==> config.mk <==
export PLATFORM = sky130hd
export DESIGN_NAME = apb_master_ctrl
export DESIGN_NICKNAME = d
export VERILOG_FILES = /design/src/rtl/apb_bridge_pkg.sv /design/src/rtl/apb_master_ctrl.sv
export SDC_FILE = /design/constraint.sdc
export NUM_CORES = 1
export LEC_CHECK = 0
export BUFFER_PORTS_ARGS = -buffer_cell sky130_fd_sc_hd__buf_2
export CORE_MARGIN = 2
export CORE_UTILIZATION = 43
export CTS_BUF_LIST = sky130_fd_sc_hd__clkbuf_8
export DETAILED_ROUTE_END_ITERATION = 10
export PLACE_DENSITY = 0.86
export SLEW_MARGIN = 10
export SYNTH_ARGS = -nofsm -noshare
export SYNTH_HDL_FRONTEND = slang
export SYNTH_SLANG_ARGS = --single-unit
==> constraint.sdc <==
create_clock -name hclk -period 1.6 [get_ports hclk]
set_input_delay 0.32 -clock hclk [delete_from_list [all_inputs] [get_ports hclk]]
set_output_delay 0.32 -clock hclk [all_outputs]
set_load 0.01 [all_outputs]
==> src/rtl/apb_bridge_pkg.sv <==
// Shared types, address map and response codes for the AHB-to-APB bridge.
// Pure declarations: no latency, no flow control.
// Holds the slave-region decode used by apb_master_ctrl.
package apb_bridge_pkg;

  typedef enum logic [2:0] {
    IDLE,
    WWAIT,
    SETUP,
    ACCESS,
    ERR
  } state_t;

  localparam logic [31:0] BRIDGE_BASE = 32'h8000_0000;
  localparam logic [31:0] REGION_SIZE = 32'h0400_0000;

  localparam logic [1:0] HRESP_OKAY  = 2'b00;
  localparam logic [1:0] HRESP_ERROR = 2'b01;

  // True when addr falls inside slave idx's window; widened to 64 bits so the
  // upper region bound cannot wrap.
  function automatic logic decode(input logic [63:0] addr, input int idx);
    logic [63:0] lo;
    lo = 64'(BRIDGE_BASE) + 64'(idx) * 64'(REGION_SIZE);
    return (addr >= lo) && (addr < (lo + 64'(REGION_SIZE)));
  endfunction

endpackage

==> src/rtl/apb_master_ctrl.sv <==
// APB-side sequencer of the AHB-to-APB bridge; optional APB_PREADY_EN adds pready/pslverr.
// Latency: read 2, write 3 hreadyout-low cycles (+1 per pready=0 cycle, +1 on error).
// Backpressure: one transfer in flight; hreadyout=0 stalls the AHB master until completion.
module apb_master_ctrl #(
  parameter int ADDR_W  = 32,
  parameter int DATA_W  = 32,
  parameter int NUM_SLV = 3
) (
  input  logic              hclk,
  input  logic              hresetn,
  input  logic              valid,
  input  logic [ADDR_W-1:0] haddr,
  input  logic              hwrite,
  input  logic [DATA_W-1:0] hwdata,
  input  logic [DATA_W-1:0] prdata,
`ifdef APB_PREADY_EN
  input  logic              pready,
  input  logic              pslverr,
`endif
  output logic               hreadyout,
  output logic [1:0]         hresp,
  output logic [DATA_W-1:0]  hrdata,
  output logic [NUM_SLV-1:0] psel,
  output logic               penable,
  output logic               pwrite,
  output logic [ADDR_W-1:0]  paddr,
  output logic [DATA_W-1:0]  pwdata
);
  import apb_bridge_pkg::*;

  state_t               state, state_nxt;
  logic                 hreadyout_nxt;
  logic [1:0]           hresp_nxt;
  logic [DATA_W-1:0]    hrdata_nxt;
  logic [NUM_SLV-1:0]   psel_nxt;
  logic                 penable_nxt;
  logic                 pwrite_nxt;
  logic [ADDR_W-1:0]    paddr_nxt;
  logic [DATA_W-1:0]    pwdata_nxt;
  logic [NUM_SLV-1:0]   dec_haddr, dec_paddr;
  logic                 access_done;

`ifdef APB_PREADY_EN
  assign access_done = pready;
`else
  assign access_done = 1'b1;
`endif

  always_comb begin
    dec_haddr = '0;
    dec_paddr = '0;
    for (int i = 0; i < NUM_SLV; i++) begin
      dec_haddr[i] = decode(64'(haddr), i);
      dec_paddr[i] = decode(64'(paddr), i);
    end
  end

  always_comb begin
    state_nxt     = state;
    hreadyout_nxt = hreadyout;
    hresp_nxt     = hresp;
    hrdata_nxt    = hrdata;
    psel_nxt      = psel;
    penable_nxt   = penable;
    pwrite_nxt    = pwrite;
    paddr_nxt     = paddr;
    pwdata_nxt    = pwdata;
    case (state)
      IDLE: begin
        // An IDLE cycle still showing ERROR is the second error cycle: valid is ignored.
        if (valid && hreadyout && (hresp == HRESP_OKAY)) begin
          paddr_nxt     = haddr;
          pwrite_nxt    = hwrite;
          hreadyout_nxt = 1'b0;
          if (hwrite) begin
            state_nxt = WWAIT;
          end else begin
            state_nxt = SETUP;
            psel_nxt  = dec_haddr;
          end
        end else begin
          hresp_nxt = HRESP_OKAY;
        end
      end
      WWAIT: begin
        state_nxt  = SETUP;
        pwdata_nxt = hwdata;
        psel_nxt   = dec_paddr;
      end
      SETUP: begin
        state_nxt   = ACCESS;
        penable_nxt = 1'b1;
      end
      ACCESS: begin
        if (access_done) begin
          psel_nxt    = '0;
          penable_nxt = 1'b0;
`ifdef APB_PREADY_EN
          if (pslverr) begin
            state_nxt = ERR;
            hresp_nxt = HRESP_ERROR;
          end else
`endif
          begin
            state_nxt     = IDLE;
            hreadyout_nxt = 1'b1;
            if (!pwrite) hrdata_nxt = prdata;
          end
        end
      end
`ifdef APB_PREADY_EN
      ERR: begin
        state_nxt     = IDLE;
        hreadyout_nxt = 1'b1;
      end
`endif
      default: state_nxt = IDLE;
    endcase
  end

  always_ff @(posedge hclk or negedge hresetn) begin
    if (!hresetn) begin
      state     <= IDLE;
      hreadyout <= 1'b1;
      hresp     <= HRESP_OKAY;
      hrdata    <= '0;
      psel      <= '0;
      penable   <= 1'b0;
      pwrite    <= 1'b0;
      paddr     <= '0;
      pwdata    <= '0;
    end else begin
      state     <= state_nxt;
      hreadyout <= hreadyout_nxt;
      hresp     <= hresp_nxt;
      hrdata    <= hrdata_nxt;
      psel      <= psel_nxt;
      penable   <= penable_nxt;
      pwrite    <= pwrite_nxt;
      paddr     <= paddr_nxt;
      pwdata    <= pwdata_nxt;
    end
  end

endmodule
==> results.toml <==
[setup_path]
r2r_start = "state[0]$_DFFE_PN0P_"
max_stage_delay_ns = 0.46
cp-end-kind = "register"
ff2ff_setup_slack_ns = 0.06
critPathArrivalTime_ns = 1.83
worstReg2RegEnd = "psel[2]$_DFFE_PN0P_"
critPathSlowestCell = "dfrtp_2"
cp.required_ns = 1.89
startpoint_type = "register"
ff2ff_path_depth = 5
crit_fanout = 6
criticalPathCategory = "reg -> reg"
worstPathCellList = "inv_1 -> ha_2 -> and4bb_2 -> or2_1 -> a31oi_1"

[synthesis]
synth_edf_count = 0
ys_seq_area_share_pct = 61.5
synth_common_cells = "dfrtp_1 (103), mux2_2 (65), mux2_4 (30), nor2_1 (8), buf_6 (6)"
synth_top_cell_by_area = "dfrtp_1"
synth.top_cell.area_share_pct = 60.9
synth.most_common_cell = "dfrtp_1"
synthCells = 259
synthArstFlopShare_pct = 100
synth_ff_type = "dfrtp_1"
netlist-cell-type-count = 29
yosysWarnings = 0
syn-mean-instance-area_sq_um = 16.3
syn-cell-area_sq_um = 4230
ys_seq_elements = 104
netlist_top_cells_area = "dfrtp_1 (61%), mux2_2 (17%), mux2_4 (11%), buf_6 (1.6%), ha_1 (1.5%)"

[hold_path]
worstHoldPathCells = 2
whs_endpoint = "paddr[6]$_DFFE_PN0P_"
min_from = "haddr[6]"
hold_class = "in -> reg"

[routing]
first_iter_violations = 37
num_vias = 2894
dr.pass1.iters = 4
wl_per_cell_microns = 14.8
wl_microns = 9050
post-route-drc-count = 0
avgViaCountPerCell = 4.74
ant_nets = 0

[global_routing]
grt_usage_pct = 16.5
grt_pass1_vias = 2874
grt_max_degree = 56
antenna_found_initial = 0
grt_pass1_wl_microns = 13400
grt-ovfl-total = 0

[final_layout]
multiInputGateArea_sq_um = 1520
nets = 578
final.fill_count = 792
ff_latch_area_sq_um = 2610
antenna_cells = 0
area_delta_synth_final_pct = 34.8
layout-drive-gt1-share_pct = 69.7
postLayoutCellArea_sq_um = 5710
final_core_util_pct = 58.9

[clocking]
cts.path.max_buffers = 2
clk_latency_ns = 0.37
cts_made_buffers = 9
cts_sinks = 104
cts_root_buf = "clkbuf_8"
path_clk_slew_ns = 0.10
cts_tree = "yes"
cts-htree-levels = 3

[timing]
final_hold_viol_count = 0
max_freq_mhz = 649
period_needed_ns = 1.54
rsz0062_at_grt = "no"
tns_ns = 0
setup_violations = 0
clock-skew-final_ns = 0.0124
maxSlewViolCount = 0
fin_crit_sh_pct = 96.2

[power]
seqPwrFrac_pct = 58.2
clock_power_share_pct = 37.4
pwr-share-comb_pct = 4.4
powerDensity_nw_per_um2 = 790
p_leak_nw = 3.40
p_int_mw = 3.53
net-switching-power_mw = 0.977
swShare_pct = 21.7
peakVddDrop_mv = 0.442

[placed_design]
placed_area_sq_um = 5470
dpl.hpwl_microns = 6940
portBuffers = 201
routabilityCongestion = 0.819

[floorplan]
dieArea_sq_um = 10700
start_util_pct = 43.7
num_rows = 36
io_pins = 204
die_y_microns = 103
die_w_microns = 103
core-area_sq_um = 9680

[job]
cap_violations = 0

[status]
outcome = "completed"
worst max-delay path: cells and delay by family (launching register included):
kind / cells / cell delay (ns)
buffers and inverters: 1 / 0.11
DFF: 1 / 0.46
adders and majority gates: 1 / 0.21
and+or+nand+nor: 2 / 0.53
AOI/OAI and AO/OA: 1 / 0.15
how the worst max path moves through the flow:
stage	start	end	slack (ns)	depth (start not counted)
final	state[0]$_DFFE_PN0P_	psel[2]$_DFFE_PN0P_	0.06	5
after CTS	state[0]$_DFFE_PN0P_	paddr[0]$_DFFE_PN0P_	0.009	5
after global routing	state[0]$_DFFE_PN0P_	psel[2]$_DFFE_PN0P_	0.00009	5
after detailed placement	state[0]$_DFFE_PN0P_	paddr[0]$_DFFE_PN0P_	0.006	5
after floorplan	state[0]$_DFFE_PN0P_	hrdata[12]$_DFFE_PN0P_	0.12	5
after global placement	state[0]$_DFFE_PN0P_	paddr[0]$_DFFE_PN0P_	0.1	5
timing repair:
item / CTS / global route
resized for setup: 0 / 4
endpoints found under the setup margin: 0 / 56
hold endpoints to repair: 103 / 0
setup buffers: 0 / 1
hold buffers: 1 / 0
state kept, by name (all words and copies together), names as in the netlist:
| name | flops |
|---|---|
| pwdata | 32 |
| hreadyout | 1 |
| hrdata | 32 |
| paddr | 32 |
| psel | 3 |
| state | 2 |
| penable | 1 |
| pwrite | 1 |
power by group through the flow:
stage          Combinational, mW  Sequential [mW]  Clock [mW]
2_1_floorplan             0.0126             2.68           0
3_3_place_gp               0.189             2.68           0
3_5_place_dp               0.199             2.68           0
4_1_cts                    0.201             2.63        1.74
5_1_grt                    0.222             2.63        1.82
6_report                   0.197             2.63        1.69
cells by family after synthesis:
| family | synth area share [%] |
|---|---|
| DFF | 61.5 |
| adders and majority gates | 1.48 |
| other | 0.0886 |
| buffers and inverters | 2.90 |
| AOI/OAI and AO/OA | 1.48 |
| and+or+nand+nor | 3.87 |
| muxes | 28.7 |
cells in the final DEF, fill, tap and decap left out:
| master | synthesis | final |
|---|---|---|
| bufinv_16 | 0 | 1 |
| buf_4 | 2 | 8 |
| dlygate4sd3_1 | 0 | 1 |
| and3b_1 | 1 | 1 |
| nand3_4 | 1 | 1 |
| or2_1 | 1 | 1 |
| clkinv_2 | 0 | 2 |
| nor2b_2 | 0 | 1 |
| and4b_1 | 1 | 1 |
| mux2_2 | 65 | 65 |
| buf_2 | 5 | 200 |
| mux2_1 | 2 | 2 |
| o22a_1 | 1 | 1 |
| clkbuf_8 | 0 | 11 |
| o32ai_1 | 2 | 2 |
| buf_12 | 0 | 6 |
| ha_1 | 5 | 3 |
| dfrtp_1 | 103 | 102 |
| nand2_1 | 1 | 1 |
| clkinvlp_4 | 0 | 2 |
| a31oi_1 | 3 | 3 |
| nand3_1 | 2 | 2 |
| a21boi_0 | 1 | 1 |
| nor4b_1 | 1 | 1 |
| mux2i_1 | 1 | 1 |
| ha_2 | 0 | 2 |
| dfstp_2 | 1 | 1 |
| mux2_4 | 30 | 30 |
| a21oi_1 | 2 | 2 |
| and4bb_2 | 1 | 1 |
| nor2_2 | 0 | 1 |
| conb_1 | 1 | 2 |
| inv_1 | 4 | 4 |
| dfrtp_2 | 0 | 1 |
| nor2_1 | 8 | 7 |
| nor3_1 | 3 | 3 |
| nand4b_1 | 4 | 4 |
metrics by stage:
stage                     total power [mW]  std cells  hold WS (ns)  worst slack [ns]
after detailed placement              2.88        593         0.133           0.00585
after CTS                             4.57        610         0.159           0.00854
after floorplan                       2.69        260        0.0244             0.118
after global routing                  4.67        611         0.156         0.0000864
after global placement                2.87        593         0.132            0.0989
final                                 4.51        611         0.177            0.0602
layout make-up:
class	count	area share (%)
Sequential cell	104	45.7
Multi-Input combinational cell	139	26.7
Timing Repair Buffer	215	20.9
Tap cell	133	2.92
Clock buffer	11	2.65
Clock inverter	5	0.965
Inverter	4	0.263
layer usage:
| metal | GRT usage (%) | share of wire [%] | vias up |
|---|---|---|---|
| met5 | 0 | 0 | - |
| met4 | 8.81 | 2.4 | 0 |
| met3 | 3.70 | 5.9 | 15 |
| met2 | 28.3 | 52 | 110 |
| met1 | 19.3 | 40 | 1430 |
| li1 | - | - | 1339 |
Power figures use the tool's default switching activity.
